==> config.mk <==
export PLATFORM = sky130hd
export DESIGN_NAME = intersection_phase_scheduler
export DESIGN_NICKNAME = d
export VERILOG_FILES = /design/src/rtl/intersection_phase_scheduler.sv
export SDC_FILE = /design/constraint.sdc
export NUM_CORES = 1
export LEC_CHECK = 0
export ABC_AREA = 1
export CAP_MARGIN = 20
export CORE_UTILIZATION = 30
export CTS_CLUSTER_DIAMETER = 60
export DETAILED_ROUTE_END_ITERATION = 12
export PLACE_DENSITY_LB_ADDON = 0.05
export SLEW_MARGIN = 0
export SYNTH_ARGS = -nofsm -noshare
export SYNTH_HDL_FRONTEND = slang
export SYNTH_SLANG_ARGS = --single-unit
==> constraint.sdc <==
create_clock -name clk -period 2.68 [get_ports clk]
set_input_delay 0.402 -clock clk [delete_from_list [all_inputs] [get_ports clk]]
set_output_delay 0.402 -clock clk [all_outputs]
set_load 0.1 [all_outputs]
==> src/rtl/intersection_phase_scheduler.sv <==
// Two-road phase sequencer: NS/EW green-yellow-allred with ped walk.
// Ports: clk, rst(async low), car_ew, ped_req -> ns/ew_lights, walk, ped_ack.
module intersection_phase_scheduler #(
  parameter int GREEN_MIN = 4,
  parameter int GREEN_MAX = 8,
  parameter int YELLOW_T  = 2,
  parameter int ALLRED_T  = 1,
  parameter int WALK_T    = 3
) (
  input  logic       clk,
  input  logic       rst,
  input  logic       car_ew,
  input  logic       ped_req,
  output logic [2:0] ns_lights,
  output logic [2:0] ew_lights,
  output logic       walk,
  output logic       ped_ack
);

  localparam int M1 = (GREEN_MIN > GREEN_MAX) ? GREEN_MIN : GREEN_MAX;
  localparam int M2 = (YELLOW_T > ALLRED_T) ? YELLOW_T : ALLRED_T;
  localparam int M3 = (M1 > M2) ? M1 : M2;
  localparam int MP = (M3 > WALK_T) ? M3 : WALK_T;
  localparam int CW = $clog2(MP) + 1;

  localparam logic [CW-1:0] GMIN_E = CW'(GREEN_MIN - 1);
  localparam logic [CW-1:0] GMAX_E = CW'(GREEN_MAX - 1);
  localparam logic [CW-1:0] YEL_E  = CW'(YELLOW_T - 1);
  localparam logic [CW-1:0] AR_E   = CW'(ALLRED_T - 1);
  localparam logic [CW-1:0] WLK_E  = CW'(WALK_T - 1);
  localparam logic [CW-1:0] CMAX   = '1;

  localparam logic [2:0] L_RED = 3'b100;
  localparam logic [2:0] L_YEL = 3'b010;
  localparam logic [2:0] L_GRN = 3'b001;

  typedef enum logic [1:0] {
    PH_GREEN,
    PH_YELLOW,
    PH_ALLRED,
    PH_WALK
  } phase_t;

  phase_t        phase, phase_nx;
  logic          dir, dir_nx;
  logic          ped_pend, pend_nx;
  logic          adv;
  logic [CW-1:0] cnt;

  always_ff @(posedge clk or negedge rst) begin
    if (!rst) begin
      phase    <= PH_GREEN;
      dir      <= 1'b0;
      ped_pend <= 1'b0;
      cnt      <= '0;
    end else begin
      phase    <= phase_nx;
      dir      <= dir_nx;
      ped_pend <= pend_nx;
      if (adv)
        cnt <= '0;
      else if (cnt != CMAX)
        cnt <= cnt + 1'b1;
    end
  end

  always_comb begin
    phase_nx = phase;
    dir_nx   = dir;
    adv      = 1'b0;
    unique case (phase)
      PH_GREEN: begin
        if (!dir)
          adv = (cnt >= GMIN_E) && (car_ew || ped_pend);
        else
          adv = (cnt == GMAX_E) ||
                ((cnt >= GMIN_E) && (!car_ew || ped_pend));
        if (adv)
          phase_nx = PH_YELLOW;
      end
      PH_YELLOW: begin
        adv = (cnt == YEL_E);
        if (adv)
          phase_nx = PH_ALLRED;
      end
      PH_ALLRED: begin
        adv = (cnt == AR_E);
        if (adv && ped_pend) begin
          phase_nx = PH_WALK;
        end else if (adv) begin
          phase_nx = PH_GREEN;
          dir_nx   = ~dir;
        end
      end
      PH_WALK: begin
        adv = (cnt == WLK_E);
        if (adv) begin
          phase_nx = PH_GREEN;
          dir_nx   = ~dir;
        end
      end
      default: begin
        phase_nx = PH_GREEN;
        adv      = 1'b1;
      end
    endcase
  end

  // Clearing on WALK entry wins over a same-cycle request.
  always_comb begin
    pend_nx = ped_pend;
    if (ped_req && (phase != PH_WALK))
      pend_nx = 1'b1;
    if (phase_nx == PH_WALK && phase != PH_WALK)
      pend_nx = 1'b0;
  end

  always_comb begin
    ns_lights = L_RED;
    ew_lights = L_RED;
    walk      = 1'b0;
    ped_ack   = 1'b0;
    unique case (phase)
      PH_GREEN: begin
        if (dir) ew_lights = L_GRN;
        else     ns_lights = L_GRN;
      end
      PH_YELLOW: begin
        if (dir) ew_lights = L_YEL;
        else     ns_lights = L_YEL;
      end
      PH_ALLRED: ;
      PH_WALK: begin
        walk    = 1'b1;
        ped_ack = (cnt == '0);
      end
      default: ;
    endcase
  end

endmodule

==> metrics.md <==
| Metric | Value |
|---|---|
| Status | completed |
| Final setup violation count | 0 |
| Total grt overflow | 0 |
| GR peak layer | met2 |
| Number of max-slew violations in the final report | 0 |
| Grt met3 use | 0.0471 |
| Area Growth Syn to Fin | 25.2% |
| CP startpoint kind | register |
| Via density | about 4.4 |
| Setup Fix Bufs, Post-CTS | 0 |
| Most used DFF post-synth | dfrtp_1 |
| Yosys reg bits | 8 |
| RePlAce Congestion | ~0.73 |
| R2R setup slack | roughly 1.4 ns |
| M2 GR Usage | 0.222 |
| Post-synthesis net count | 90 |
| Clock Sinks | 8 |
| Core area | roughly 1800 µm² |
| Gr usage total | 0.139 |
| NumNets Final | around 110 |
| Most common cell after layout, fill and taps aside | nand2_1 |
| CTS tree | built |
| Inserted Diodes | 0 |
| CTS resizes | 0 |
| Synth Warn # | 0 |
| Clock Pin Slew Worst Setup and Hold Paths | 0.06 ns |
| Crit share post-route | 0.685 |
| Worst endpoint data arrival time | roughly 1.4 ns |
| Worst-path cell chain | inv_1, ha_1, nand2_1, nor2_1, buf_4 |
| Measured slew at the worst slew-check pin | between 0.3 and 0.4 ns |
| Layout cells sized above 1 | 0.219 |
| Num CTS Buffers | 3 |
| Setup_tns | 0 ns |
| Unrepaired setup endpoints after global routing | no |
| # rows | 15 |
| WL/cell | 9.68 µm |
| Vias in the first global route | 465 |
| Maximum operating frequency | ~540 MHz |
| Clock tree buffer depth | 2 |
| Synth top area cells | dfrtp_1 (34%), nand2_1 (13%), nor2_1 (11%), ha_1 (8.5%), inv_1 (6.4%) |
| Remaining DRCs | 0 |
| Avg Inst Size Synth | roughly 7.2 µm² |
| Crit path max-delay family | buffers and inverters |
| Final hold slack | 0.426 ns |
| Initial antenna violation count | 0 |
| Max cap viols | 0 |
| EDFF count, synth | 0 |
| Vias | ~530 |
| Port bufs | 11 |
| WP buf/inv | 2 |
| Commonest non-fill, non-tap cells in the layout | nand2_1 (21), nor2_1 (15), inv_1 (10), dfrtp_1 (8), buf_4 (8) |
| Clk Latency, worst-skew pair | between 0.2 and 0.3 ns |
| Register area | roughly 200 µm² |
| Starting Density | 0.331 |
| Slowest cell on crit path | dfrtp_1 |
| Critical setup path kind | reg -> out |
| H-tree depth | 1 |
| Grt met1 use | 0.162 |
| HP Class | in -> async |
| Synth async-reset ratio | 1.00 |
| DRT Wirelength | approximately 1.2 mm |
| Synth Instances | 82 |
| Yosys top cell by area | dfrtp_1 |
| Multi-input gate area | 354 µm² |
| Pin count of the biggest net entering global routing | 9 |
| Antenna-violating nets left | 0 |
| DP Wirelength | just over 1 mm |
| Die Area | roughly 2200 µm² |
| Seq/Total Area, Yosys | 0.339 |
| Final Hold Fails | 0 |
| Max incr delay on CP | just over 0.4 ns |
| Critical Path RT | between 2 and 2.5 ns |
| Crit end category | output pin |
| I/O pins | 12 |
| Post-Syn Area | around 590 µm² |
| Global-route wire length before repair | approximately 2.0 mm |
| 1st-pass router iterations | 4 |
| Share of the synthesized area in the top cell type | 0.339 |
| Die width | 46.4 µm |
| Netlist cell types | 19 |
| Worst rel slew slack | 0.749 |
| Fillcell total | between 150 and 200 |
| Die height | approximately 46 µm |
| Hold buffer count at cts | 0 |
| Final min period | approximately 1.8 ns |
| Number of DRC markers in iteration 0 | 8 |
| CP Max Fanout | 4 |
| Fin Clk Skew | ~0.0048 ns |
| CTS Root Cell | clkbuf_4 |
[synth_stat cells, types with 2 or more instances]
master   count
dfrtp_1      8
ha_1         4
inv_1       10
nand2_1     21
nand3_1      4
nand3_2      2
nor2_1      17
nor2_4       2
o21ai_0      4
[logic make-up after synthesis]
family	count (synthesis)	synth area share
AOI/OAI and AO/OA	6	0.0508
xor gates and xnor gates	1	0.0148
adders and majority gates	4	0.0847
buffers and inverters	11	0.0699
DFF	8	0.339
and+or+nand+nor	52	0.441
[worst reg2reg max path, delay by kind of cell, from the launching register on]
family / cells / cell delay, ns
flops: 1 / 0.39
simple gates: 5 / 0.54
fa+ha+maj: 1 / 0.22
buf+inv: 1 / 0.10
[flip-flops by register name, indices dropped and copies added (netlist names)]
name / count
ped_pend: 1
dir: 1
cnt: 4
phase: 2
[routing by layer]
metal / up-vias / share of wire
met3: 4 / 0.058
met1: 228 / 0.42
li1: 285 / -
met5: - / 0
met2: 14 / 0.50
met4: 0 / 0.021
[layout make-up]
type / count / share of cell area
clock buffers: 3 / 0.0305
well taps: 25 / 0.0423
multi-input cells: 63 / 0.479
flip-flops and latches: 8 / 0.271
repair buffers: 11 / 0.122
inverters: 11 / 0.0558
[per-stage QoR]
step / std cells / worst slack (ns) / utilization / instance area [µm²]
floorplan: 82 / 0.138 / - / 596
global placement: 118 / 1.11 / 0.402 / 717
detailed placement: 118 / 1.11 / 0.402 / 717
CTS: 121 / 0.830 / 0.415 / 739
global route: 121 / 0.748 / 0.415 / 739
finish: 121 / 0.843 / 0.415 / 739
[worst paths after layout]
path | end | startpoint | depth (start not counted)
min in group clk | ped_pend | ped_pend | 2
max | ped_ack | cnt[0] | 5
max reg2reg | cnt[3] | cnt[0] | 7
max in group asynchronous | cnt[2] | rst | 1
min | dir | rst | 1
min reg2reg | ped_pend | ped_pend | 2
Power is not shown: default switching activity piles up to over one toggle a cycle in this logic, so the estimate is an artifact.
